File: config.mk
export PLATFORM = sky130hd
export DESIGN_NAME = ram_row_loader
export DESIGN_NICKNAME = d
export VERILOG_FILES = /design/src/rtl/ram_row_loader_pkg.sv /design/src/rtl/ram_row_loader_row_word_packer.sv /design/src/rtl/ram_row_loader.sv
export SDC_FILE = /design/constraint.sdc
export NUM_CORES = 1
export LEC_CHECK = 0
export CORE_MARGIN = 1
export CORE_UTILIZATION = 25
export CTS_CLUSTER_SIZE = 25
export DETAILED_ROUTE_END_ITERATION = 8
export HOLD_SLACK_MARGIN = 0.12
export PLACE_DENSITY = 0.48
export SETUP_SLACK_MARGIN = 0.3
export SLEW_MARGIN = 30
export SYNTH_ARGS = -nofsm -noshare
export SYNTH_HDL_FRONTEND = slang
export SYNTH_SLANG_ARGS = --single-unit
export TNS_END_PERCENT = 30
File: constraint.sdc
create_clock -name Clock -period 6.88 [get_ports Clock]
set_input_delay 1.376 -clock Clock [delete_from_list [all_inputs] [get_ports Clock]]
set_output_delay 1.376 -clock Clock [all_outputs]
set_load 0.02 [all_outputs]
File: src/rtl/ram_row_loader_pkg.sv
// Shared constants, helpers and state encoding for the RAM row loader.
package ram_row_loader_pkg;

  localparam int DEF_DATA_WIDTH = 96;
  localparam int DEF_WORD_WIDTH = 32;
  localparam int DEF_ADDR_WIDTH = 16;
  localparam int DEF_MEM_SIZE   = 128;

  // Index width that stays legal when a row holds a single word.
  function automatic int idx_width(input int n);
    return (n > 1) ? $clog2(n) : 1;
  endfunction

  localparam int WORDS_PER_ROW = DEF_DATA_WIDTH / DEF_WORD_WIDTH;
  localparam int WORD_IDX_W    = idx_width(WORDS_PER_ROW);

  typedef enum logic [1:0] {
    ST_IDLE = 2'd0,
    ST_FILL = 2'd1,
    ST_DONE = 2'd2
  } state_e;

endpackage

File: src/rtl/ram_row_loader_row_word_packer.sv
// Packs consecutive words into one row, first word in the MSB slice.
module row_word_packer
  import ram_row_loader_pkg::*;
#(
  parameter int DATA_WIDTH = DEF_DATA_WIDTH,
  parameter int WORD_WIDTH = DEF_WORD_WIDTH,
  parameter int WPR        = WORDS_PER_ROW,
  parameter int IDX_W      = WORD_IDX_W
) (
  input  logic                  clk,
  input  logic                  rst,
  input  logic                  clear,
  input  logic                  word_valid,
  input  logic [WORD_WIDTH-1:0] word,
  output logic [DATA_WIDTH-1:0] row,
  output logic                  row_complete
);

  localparam logic [IDX_W-1:0] LAST_IDX = IDX_W'(WPR - 1);

  logic [DATA_WIDTH-1:0] row_q, row_d;
  logic [IDX_W-1:0]      idx_q, idx_d;
  logic [DATA_WIDTH-1:0] shifted;

  assign shifted      = {row_q[DATA_WIDTH-WORD_WIDTH-1:0], word};
  assign row          = shifted;
  assign row_complete = word_valid && !clear && (idx_q == LAST_IDX);

  // Next row contents and word index: shift on each accepted word.
  always_comb begin
    // NOTE: every variable gets a default first so no path leaves it unassigned (no latch).
    row_d = row_q;
    idx_d = idx_q;
    if (clear) begin
      row_d = '0;
      idx_d = '0;
    end else if (word_valid) begin
      row_d = shifted;
      idx_d = (idx_q == LAST_IDX) ? '0 : idx_q + 1'b1;
    end
  end

  // Shift register and word counter; reset drops any partial row.
  always_ff @(posedge clk) begin
    // NOTE: non-blocking assignments so every flop samples pre-edge values.
    if (rst) begin
      row_q <= '0;
      idx_q <= '0;
    end else begin
      row_q <= row_d;
      idx_q <= idx_d;
    end
  end

endmodule

File: src/rtl/ram_row_loader.sv
// Streams words into packed rows and writes them to consecutive RAM addresses.
module ram_row_loader
  import ram_row_loader_pkg::*;
#(
  parameter int DATA_WIDTH = DEF_DATA_WIDTH,
  parameter int WORD_WIDTH = DEF_WORD_WIDTH,
  parameter int ADDR_WIDTH = DEF_ADDR_WIDTH,
  parameter int MEM_SIZE   = DEF_MEM_SIZE
) (
  input  logic                  Clock,
  input  logic                  Reset,
  input  logic                  iStart,
  input  logic [ADDR_WIDTH-1:0] iBaseAddress,
  input  logic [ADDR_WIDTH-1:0] iRowCount,
  input  logic                  iWordValid,
  input  logic [WORD_WIDTH-1:0] iWord,
  output logic                  oWordReady,
  output logic                  oWriteEnable,
  output logic [ADDR_WIDTH-1:0] oWriteAddress,
  output logic [DATA_WIDTH-1:0] oDataOut,
  output logic                  oBusy,
  output logic                  oDone,
  output logic                  oError
);

  localparam int WPR   = DATA_WIDTH / WORD_WIDTH;
  localparam int IDX_W = idx_width(WPR);

  state_e                state_q, state_d;
  logic [ADDR_WIDTH-1:0] base_q, base_d;
  logic [ADDR_WIDTH-1:0] count_q, count_d;
  logic [ADDR_WIDTH-1:0] row_idx_q, row_idx_d;
  logic [ADDR_WIDTH-1:0] addr_q, addr_d;
  logic [DATA_WIDTH-1:0] data_q, data_d;
  logic                  we_q, we_d;
  logic                  err_q, err_d;
  logic                  empty_done_q, empty_done_d;

  logic                  pack_clear;
  logic                  handshake;
  logic [DATA_WIDTH-1:0] packed_row;
  logic                  row_complete;
  logic [ADDR_WIDTH:0]   span;

  assign oWordReady    = (state_q == ST_FILL);
  assign oBusy         = (state_q != ST_IDLE);
  assign oDone         = (state_q == ST_DONE) || empty_done_q;
  assign oError        = err_q;
  assign oWriteEnable  = we_q;
  assign oWriteAddress = addr_q;
  assign oDataOut      = data_q;

  assign handshake = iWordValid && oWordReady;
  // One extra bit so base+count cannot wrap before the bound check.
  assign span      = {1'b0, iBaseAddress} + {1'b0, iRowCount};

  row_word_packer #(
    .DATA_WIDTH (DATA_WIDTH),
    .WORD_WIDTH (WORD_WIDTH),
    .WPR        (WPR),
    .IDX_W      (IDX_W)
  ) u_packer (
    .clk          (Clock),
    .rst          (Reset),
    .clear        (pack_clear),
    .word_valid   (handshake),
    .word         (iWord),
    .row          (packed_row),
    .row_complete (row_complete)
  );

  // Next-state logic: request check, row write issue and load termination.
  always_comb begin
    state_d      = state_q;
    base_d       = base_q;
    count_d      = count_q;
    row_idx_d    = row_idx_q;
    addr_d       = addr_q;
    data_d       = data_q;
    we_d         = 1'b0;
    err_d        = 1'b0;
    empty_done_d = 1'b0;
    pack_clear   = 1'b0;
    unique case (state_q)
      ST_IDLE: begin
        if (iStart) begin
          base_d  = iBaseAddress;
          count_d = iRowCount;
          if (span > (ADDR_WIDTH+1)'(MEM_SIZE)) begin
            err_d = 1'b1;
          end else if (iRowCount == '0) begin
            empty_done_d = 1'b1;
          end else begin
            state_d    = ST_FILL;
            row_idx_d  = '0;
            pack_clear = 1'b1;
          end
        end
      end
      ST_FILL: begin
        if (row_complete) begin
          we_d      = 1'b1;
          addr_d    = base_q + row_idx_q;
          data_d    = packed_row;
          row_idx_d = row_idx_q + 1'b1;
          if (row_idx_q == count_q - 1'b1) begin
            state_d = ST_DONE;
          end
        end
      end
      ST_DONE: begin
        state_d = ST_IDLE;
      end
      default: begin
        state_d = ST_IDLE;
      end
    endcase
  end

  // State and output registers; reset also cancels a pending write strobe.
  always_ff @(posedge Clock) begin
    if (Reset) begin
      state_q      <= ST_IDLE;
      base_q       <= '0;
      count_q      <= '0;
      row_idx_q    <= '0;
      addr_q       <= '0;
      data_q       <= '0;
      we_q         <= 1'b0;
      err_q        <= 1'b0;
      empty_done_q <= 1'b0;
    end else begin
      state_q      <= state_d;
      base_q       <= base_d;
      count_q      <= count_d;
      row_idx_q    <= row_idx_d;
      addr_q       <= addr_d;
      data_q       <= data_d;
      we_q         <= we_d;
      err_q        <= err_d;
      empty_done_q <= empty_done_d;
    end
  end

endmodule

* After elaboration in Yosys (flattened, before gate mapping)
Index checks and enable logic that the tools add are counted.
Storage, ports and cells: register bits 231, bits in latches 0, RAM bits 0, bits in read-only memories 0, output and inout port bits 117, memories kept 0
Cells by class: add/sub/neg operators 5, multipliers 0, divide/modulo/power cells 0, $lt $le $gt $ge 1, equal/unequal tests 9, shift operators 0, mux-type cells 19, bitwise logic cells 3, reductions and logical operators 17
Operators with widths (count):
- 16-bit 2-to-1 mux | 4
- 16-bit case mux with 2 select lines | 1
- 16-bit by 16-bit adder with 17-bit output | 1
- 17-bit by 8-bit > comparator with 1-bit output, second input constant | 1
- 16-bit by 1-bit adder with 16-bit output, second input constant | 1
- 16-bit adder | 1
- 16-bit equality test | 1
- 16-bit zero test | 1
- 16-bit by 1-bit subtractor with 16-bit output, second input constant | 1
- 2-bit 2-to-1 mux | 6
- 5-bit AND reduction | 2
- 1-bit 2-to-1 mux | 7
- 2-bit != test, second input constant | 3
- 2-bit equality test, second input constant | 2
- 2-bit by 1-bit != test with 1-bit output, second input constant | 2
- 2-bit case mux with 2 select lines | 1
- 2-bit AND reduction | 2
- 2-bit nonzero test | 2
- 2-bit OR reduction | 2
- 4-bit OR reduction | 1
- 1-bit logical AND | 3
- 1-bit inverter | 3
- 3-bit OR reduction | 1
- 2-bit by 1-bit adder with 2-bit output, second input constant | 1
- other kinds (4) | 4

* Logic depth before layout (Yosys ltp)
Gate-level depths: netlist of the first run.
depth after elaboration 10, mapped depth 13, gate-level depth less buffers 12

* Cells and area by module
From an unflattened synthesis of the first run, not the netlist that was laid out.
Second synthesis, totals: cell total of the unflattened synthesis 1292, area, all modules 10710.3 um^2
Modules (own cells, without submodules):
- ram_row_loader | instances 1, cells each 1042, area each 8067.7 um^2, seq. area each 3303.2 um^2
- row_word_packer | instances 1, cells each 250, area each 2642.5 um^2, seq. area each 1321.3 um^2

* Worst setup path before layout of the first run
No wires, ideal clock.
path kind input -> register, start point input iBaseAddress[0], end point register row_idx_q[4], setup time 66 ps, arrival time 4167 ps, data required time 6814 ps, slack 2647 ps, stages on the path 12, buffers on the path 1, path through ha_1 -> fa_1 -> a211oi_1 -> o21bai_1 -> a21oi_1 -> mux2i_1 -> nand4b_1 -> nor4_4 -> a31oi_2 -> buf_6 -> or3_4 -> a21oi_2
Between the ends: word-level cells in the longest chain between the ends 10, elaborated cells between the ends (all ways) 11, those cells by class add/sub (1); order compare (1); eq/ne (2); mux (3); reduce/logical (4)
RTL lines:
- start, declared | line ram_row_loader.sv:13 | input logic [ADDR_WIDTH-1:0] iBaseAddress,
- 16-bit by 16-bit adder with 17-bit output * | line ram_row_loader.sv:55 | assign span = {1'b0, iBaseAddress} + {1'b0, iRowCount};
- 17-bit by 8-bit > comparator with 1-bit output * | line ram_row_loader.sv:89 | if (span > (ADDR_WIDTH+1)'(MEM_SIZE)) begin
- 1-bit 2-to-1 mux | line ram_row_loader.sv:89
- 1-bit 2-to-1 mux | line ram_row_loader.sv:86 | if (iStart) begin
- 1-bit 2-to-1 mux | line ram_row_loader.sv:84 | unique case (state_q)
- 1-bit zero test | line ram_row_loader_row_word_packer.sv:27 | assign row_complete = word_valid && !clear && (idx_q == LAST_IDX);
- 1-bit logical AND (2 in series) | line ram_row_loader_row_word_packer.sv:27
- 2-bit by 1-bit != test with 1-bit output (no line)
- 5-bit AND reduction (no line) *
- end signal, assigned | line ram_row_loader.sv:136 | row_idx_q <= row_idx_d;
- end, declared | line ram_row_loader.sv:32 | logic [ADDR_WIDTH-1:0] row_idx_q, row_idx_d;
Every way passes the cells marked *; elsewhere a longest branch is shown, timed or not. A chain may end at the register's enable or synchronous reset.

* Worst setup path after layout of the first run
start point input iBaseAddress[0], end point register u_packer.row_q[4]
Between the ends: word-level cells in the longest chain between the ends 6
RTL lines:
- 16-bit by 16-bit adder with 17-bit output | line ram_row_loader.sv:55
- 17-bit by 8-bit > comparator with 1-bit output | line ram_row_loader.sv:89
- 1-bit 2-to-1 mux | line ram_row_loader.sv:89
- 1-bit 2-to-1 mux | line ram_row_loader.sv:86
- 1-bit 2-to-1 mux | line ram_row_loader.sv:84
- 2-bit OR reduction (no line)
- end signal, assigned | line ram_row_loader_row_word_packer.sv:50 | row_q <= row_d;
- end, declared | line ram_row_loader_row_word_packer.sv:21 | logic [DATA_WIDTH-1:0] row_q, row_d;
No other way between the ends.

==> results of run 1 <==
cell usage in the layout (no fill, tap or decap), types with 9 or more instances in the layout:
master	instances
nand2_1	421
a21oi_1	240
dfxtp_1	231
clkdlybuf4s50_1	183
nor2_1	35
ha_1	33
clkbuf_16	27
inv_1	26
xnor2_1	21
nor3_1	20
nand3_1	16
o21ai_0	15
xor2_1	14
o31ai_1	12
nor4_1	11
buf_4	11
or4_1	10
o21a_1	9
nand4_1	9
Yosys cell counts (6+ instances only):
| cell | count | area [sq um] |
|---|---|---|
| a21oi_1 | 240 | 1200 |
| or3_1 | 8 | 50.1 |
| ha_1 | 33 | 413 |
| o21ai_0 | 15 | 75.1 |
| nand3_1 | 16 | 80.1 |
| a31oi_1 | 8 | 50.1 |
| and2_1 | 6 | 37.5 |
| nand4_1 | 9 | 56.3 |
| xnor2_1 | 21 | 184 |
| dfxtp_1 | 231 | 4620 |
| buf_2 | 9 | 45.0 |
| nor3_1 | 20 | 100 |
| o21a_1 | 9 | 67.6 |
| nand2_1 | 423 | 1590 |
| a21o_1 | 7 | 52.6 |
| inv_1 | 26 | 97.6 |
| or4_1 | 10 | 75.1 |
| o31ai_1 | 12 | 90.1 |
| nor4_1 | 11 | 68.8 |
| a211oi_1 | 6 | 45.0 |
| xor2_1 | 14 | 123 |
| clkbuf_1 | 63 | 236 |
| nor2_1 | 35 | 131 |
| o21bai_1 | 6 | 45.0 |
area by class of cell:
cell class,count,area share [%]
inverter,27,0.753
tap,532,4.95
sequential,231,34.4
timing repair buffer,194,14.2
clock buffer,42,5.96
clock inverter,4,0.632
multi-input combinational,984,39.1
worst reg2reg max path: cells and delay by family (launching register included):
family,cells,cell delay [ps]
simple gates,4,820
buf+inv,1,60
fa+ha+maj,2,620
compound gates,5,920
flops,1,470
power breakdown:
group	internal (mW)	leakage [nW]	switching (mW)
clock network	0.871	0.434	0.572
registers	1.35	1.87	0.0115
logic	0.108	2.26	0.141
total	2.33	4.56	0.724
cells by family after synthesis:
kind of cell	Yosys count
flip-flops	231
multiplexers	3
XOR/XNOR	35
adder cells (fa/ha/maj)	35
AO/OA/AOI/OAI	342
AND/OR/NAND/NOR	569
buffers and inverters	106
state kept, by name (all words and copies together) (netlist names):
register,flops
oError,1
state_q,2
base_q,16
oWriteEnable,1
empty_done_q,1
oDataOut,96
row_idx_q,16
count_q,16
u_packer.idx_q,2
oWriteAddress,16
u_packer.row_q,64
worst max path at each step:
| stage | slack [ps] | from | depth (start not counted) | to |
|---|---|---|---|---|
| finish | 1960 | iBaseAddress[0] | 13 | u_packer.row_q[4] |
| CTS | 2000 | iBaseAddress[0] | 13 | u_packer.row_q[56] |
| detailed placement | 1410 | iBaseAddress[0] | 13 | u_packer.row_q[28] |
| floorplan | 2650 | iBaseAddress[0] | 12 | row_idx_q[4] |
| global placement | 1500 | iRowCount[0] | 13 | u_packer.row_q[59] |
| global route | 1630 | iRowCount[0] | 13 | u_packer.row_q[33] |
stage by stage:
| step | area, sq um | setup WS, ps | utilization (%) |
|---|---|---|---|
| finish | 13500 | 1960 | 33.0 |
| floorplan | 10300 | 2650 | - |
| CTS | 13500 | 2000 | 33.0 |
| global placement | 12600 | 1500 | 30.8 |
| global route | 13500 | 1630 | 33.0 |
| detailed placement | 12600 | 1410 | 30.8 |
per-layer routing:
metal  wire, um  part of all wire, %  GRT usage, %  vias to the layer above
met1      16100                   51          21.4                     4335
met2      13600                   43          22.2                      181
met4        508                  1.6          3.76                        0
met5          0                    0             0                        -
li1           -                    -             -                     4798
met3       1300                  4.1          2.20                       32
==> out/results.ini, run 1 <==
[routing]
drt.antenna.violating_nets=0
dr.pass1.iters=5
drt_iter0_drc=464
wirelength_um=31500
routedWlPerCell_um=15.6
drcViolationCount=0
num_vias=9346
drt-vias-per-instance=4.64

[place]
placed_cells=1968
port_buffers=184
dp_hpwl_um=21900
gp_congestion=0.792

[yosys]
yosysWarnings=0
yosysUniqueCellTypes=76
netlist_area_sq_mm=0.0103
synth_xor_area_share_pct=2.97
muxShareOfSynthArea_pct=0.303
synth_fa_ha_area_share_pct=4.39
yosys.area_share.simple_pct=23.5
synth_ff_type=dfxtp_1
synth_nets=1424
ys_seq_area_share_pct=44.8
synthCells=1321
synth_edf_count=0
synth_top_family_by_area=simple AND/OR/NAND/NOR gates
synth_area_per_cell_sq_um=7.82
async_flop_share_pct=0
synth-compound-area-share_pct=19.6
synth-seq-cells=231

[cts]
cts.sinks=231
clk-insertion-delay-late_ps=550
path_clk_slew_ps=60
cts-htree-levels=1
numCtsBuffers=27
post-cts-setup-buffer-count=0
cts_tree=yes
ctsLongestPathBuffers=3
cts_hold_buffers=0
ctsResizeCount=0
cts.root.buffer_cell=clkbuf_16

[timing]
final_hold_viol_count=0
tightest_slew_ps=919
slew_headroom_pct=38.8
max_freq_mhz=203
slew_viol_final=0
setup_violations=0
whs_ps=450
final.min_clock_period_ps=4920
tns_ps=0
period_share_pct=71.5
rsz0062_at_grt=false
finClkSkew_ps=8.89

[pwr]
ir_drop_uv=165
total_power_mw=3.05
p_leak_nw=4.56
power_density_mw_per_mm2=227

[setup_path]
end_kind=register
rrSetupSlack_ps=3900
crit_top_cell=a21oi_1
critical-path-top-delay-family=compound AO/OA/AOI/OAI gates
crit_fanout=32
path_class=in2reg
crit_path_start_kind=input port
rr_worst_depth=12
max_stage_delay_ps=490
worst-path-buf-inv=2
reg2reg_from=row_idx_q[0]
r2r_end=oWriteAddress[14]
crit_arrival_ps=5340
crit_required_ps=7300
cp_slowest_cell=nor4_4
cp_cell_sequence=clkdlybuf4s50_1 > ha_1 > fa_1 > a211oi_1 > o21bai_1 > a21oi_1 > mux2i_1 > nand4b_1 > nor4_4 > and2_2 > a31o_4 > buf_4 > a21oi_1

[grt]
grt_pass1_wl_um=49200
grt_overflow=0
grt_start_max_net_pins=85
antenna_found_initial=0
gr-usage-all-layers_pct=14.6
grt_pass1_vias=8759

[die]
dieArea_sq_mm=0.0421
core_sq_mm=0.0408
ioPinCount=185
start_util_pct=25.3
dieHeight_um=205
die_w_um=205
rows=74

[final_layout]
regArea_sq_mm=0.00462
drive_gt1_share_pct=5.47
multiInputGateArea_sq_mm=0.00527
antenna_cells=0
final_nets=1568
nFillCells=4297
area_delta_synth_final_pct=30.3
stdcell_count=2014

[flow_run]
maxCapViolCount=0

[worst_hold_path]
holdPathEnd=oDataOut[38]
whs_path_depth=2
min_path_type=reg2reg
min-delay-start=oDataOut[38]

[outcome]
status=completed

Power figures use the tool's default switching activity.
==> run 2: changes to the inputs <==
==> constraint.sdc (replaced) <==
create_clock -name Clock -period 4.7 [get_ports Clock]
set_input_delay 0.94 -clock Clock [delete_from_list [all_inputs] [get_ports Clock]]
set_output_delay 0.94 -clock Clock [all_outputs]
set_load 0.02 [all_outputs]
==> out/results.ini, run 2 (synthesis gave the netlist of run 1 again) <==
[outcome]
status=completed  ; unchanged

[final_layout]
final_nets=1576  ; was 1,568
multiInputGateArea_sq_mm=0.00527  ; about the same
regArea_sq_mm=0.00462  ; unchanged
drive_gt1_share_pct=6.36  ; was 5.47%
final_cell_mix=nand2_1 (420), a21oi_1 (240), dfxtp_1 (231)  ; was nand2_1 (421), a21oi_1 (240), dfxtp_1 (231)
largest_register_ffs=96  ; unchanged
nFillCells=4323  ; was 4,297
antenna_cells=0  ; unchanged
area_delta_synth_final_pct=31.5  ; was 30.3%
mostFrequentLayoutCell=nand2_1  ; unchanged

[die]
die_w_um=205  ; unchanged
rows=74  ; unchanged
start_util_pct=25.3  ; unchanged
core_sq_mm=0.0408  ; unchanged
dieArea_sq_mm=0.0421  ; unchanged
ioPinCount=185  ; unchanged
dieHeight_um=205  ; unchanged

[cts]
cts_tree=yes  ; unchanged
path_clk_slew_ps=60  ; about the same
cts.sinks=231  ; unchanged
cts-htree-levels=1  ; unchanged
numCtsBuffers=27  ; unchanged
clk-insertion-delay-late_ps=560  ; was 550 ps
cts_hold_buffers=0  ; unchanged
ctsResizeCount=0  ; unchanged
ctsLongestPathBuffers=3  ; unchanged
post-cts-setup-buffer-count=0  ; unchanged
cts.root.buffer_cell=clkbuf_16  ; unchanged

[grt]
grt_pass1_wl_um=49600  ; was 49,200 um
antenna_found_initial=0  ; unchanged
grt_start_max_net_pins=97  ; was 85
grt_pass1_vias=8832  ; was 8,759
grt_overflow=0  ; unchanged
gr-usage-all-layers_pct=14.7  ; was 14.6%

[pwr]
clockPowerShare_pct=47.3  ; about the same
power_frac_seq_pct=44.4  ; was 44.6%
ir_drop_uv=224  ; was 165 uV
power_density_mw_per_mm2=330  ; was 227 mW/mm^2
switchingPower_mw=1.08  ; was 0.724 mW
p_leak_nw=4.63  ; was 4.56 nW
p_int_mw=3.40  ; was 2.33 mW
swShare_pct=24.0  ; was 23.7%
p_comb_share_pct=8.3  ; was 8.2%

[worst_hold_path]
min-delay-start=oDataOut[42]  ; was oDataOut[38]
min_path_type=reg2reg  ; unchanged

[routing]
wirelength_um=31300  ; was 31,500 um
dr.pass1.iters=5  ; unchanged
num_vias=9382  ; was 9,346
drt_iter0_drc=424  ; was 464
drt.antenna.violating_nets=0  ; unchanged
routedWlPerCell_um=15.4  ; was 15.6 um
drt-vias-per-instance=4.63  ; was 4.64
drcViolationCount=0  ; unchanged

[setup_path]
worst-path-buf-inv=1  ; was 2
path_class=in2reg  ; unchanged
cp-startpoint=iBaseAddress[0]  ; unchanged
max_stage_delay_ps=480  ; was 490 ps
end_kind=register  ; unchanged
crit_required_ps=5190  ; was 7300 ps
crit_top_cell=a21oi_1  ; unchanged
cp_cell_sequence=clkdlybuf4s50_1 > ha_1 > fa_1 > a211oi_1 > o21bai_1 > a21oi_1 > mux2i_1 > nand4b_1 > nor4_4 > a31oi_2 > or4_1 > a21oi_1  ; was clkdlybuf4s50_1 > ha_1 > fa_1 > a211oi_1 > o21bai_1 > a21oi_1 > mux2i_1 > nand4b_1 > nor4_4 > and2_2 > a31o_4 > buf_4 > a21oi_1
crit_arrival_ps=4470  ; was 5340 ps
cp_slowest_cell=or4_1  ; was nor4_4
crit_fanout=11  ; was 32
crit_path_start_kind=input port  ; unchanged
reg2reg_from=row_idx_q[0]  ; unchanged
critical-path-top-delay-family=compound AO/OA/AOI/OAI gates  ; unchanged

[timing]
rsz0062_at_grt=false  ; unchanged
setup_violations=0  ; unchanged
tns_ps=0  ; unchanged
period_share_pct=84.7
max_freq_mhz=251
finClkSkew_ps=18.6  ; was 8.89 ps
final_hold_viol_count=0  ; unchanged
slew_headroom_pct=41.1  ; was 38.8%
final.min_clock_period_ps=3980
whs_ps=451  ; was 450 ps
tightest_slew_ps=884  ; was 919 ps
slew_viol_final=0  ; unchanged

[place]
dp_hpwl_um=21800  ; was 21,900 um
gp_congestion=0.816  ; was 0.792
port_buffers=184  ; unchanged

[flow_run]
maxCapViolCount=0  ; unchanged

==> run 2: cell types whose count changed in the layout (fill, tap and decap cells not counted), sizes merged <==
cell    delta
clkbuf     -3
clkinv     +6
buf        +8
==> run 2: final cells by class <==
cell class / instances / share of cell area (%)
clock inverter: 10 / 0.847
multi-input combinational: 984 / 38.8
inverter: 27 / 0.746
tap: 532 / 4.90
timing repair buffer: 202 / 14.9
clock buffer: 39 / 5.75
sequential: 231 / 34.0
==> run 2: final timing paths <==
path | endpoint | slack [ps] | cells past startpoint
max | row_idx_q[10] | 720 | 12
min reg2reg | oDataOut[42] | 450 | 2
max reg2reg | oWriteAddress[14] | 1670 | 12
min | oDataOut[42] | 450 | 2
==> run 2: power groups by stage <==
stage	Sequential [mW]	Combinational [mW]	Clock [mW]
finish	1.99	0.371	2.12
global route	1.99	0.412	2.28
floorplan	2.03	0.238	0
detailed placement	2.03	0.373	0
global placement	2.03	0.372	0
CTS	1.99	0.374	2.20
==> run 2: per-stage QoR <==
stage | worst slack, ps | utilization [%] | instances | instance area, sq um | power (mW)
5_1_grt | 515 | 33.3 | 2025 | 13600 | 4.68
4_1_cts | 728 | 33.3 | 2025 | 13600 | 4.56
6_report | 720 | 33.3 | 2025 | 13600 | 4.48
2_1_floorplan | 903 | - | 1321 | 10300 | 2.27
3_5_place_dp | 147 | 31.1 | 1976 | 12700 | 2.41
3_3_place_gp | 168 | 31.1 | 1976 | 12700 | 2.41
==> run 2: worst min-delay path, stage by stage (launching register included) <==
cell and delay [ps]:
dfxtp_1 300, nand2_1 50, a21oi_1 50
==> run 2: routing by layer <==
metal | GRT usage (%) | vias to the layer above | routed length (um)
li1 | - | 4806 | -
met5 | 0 | - | 0
met1 | 21.1 | 4350 | 15800
met3 | 2.04 | 41 | 1290
met2 | 22.7 | 185 | 13600
met4 | 4.34 | 0 | 613
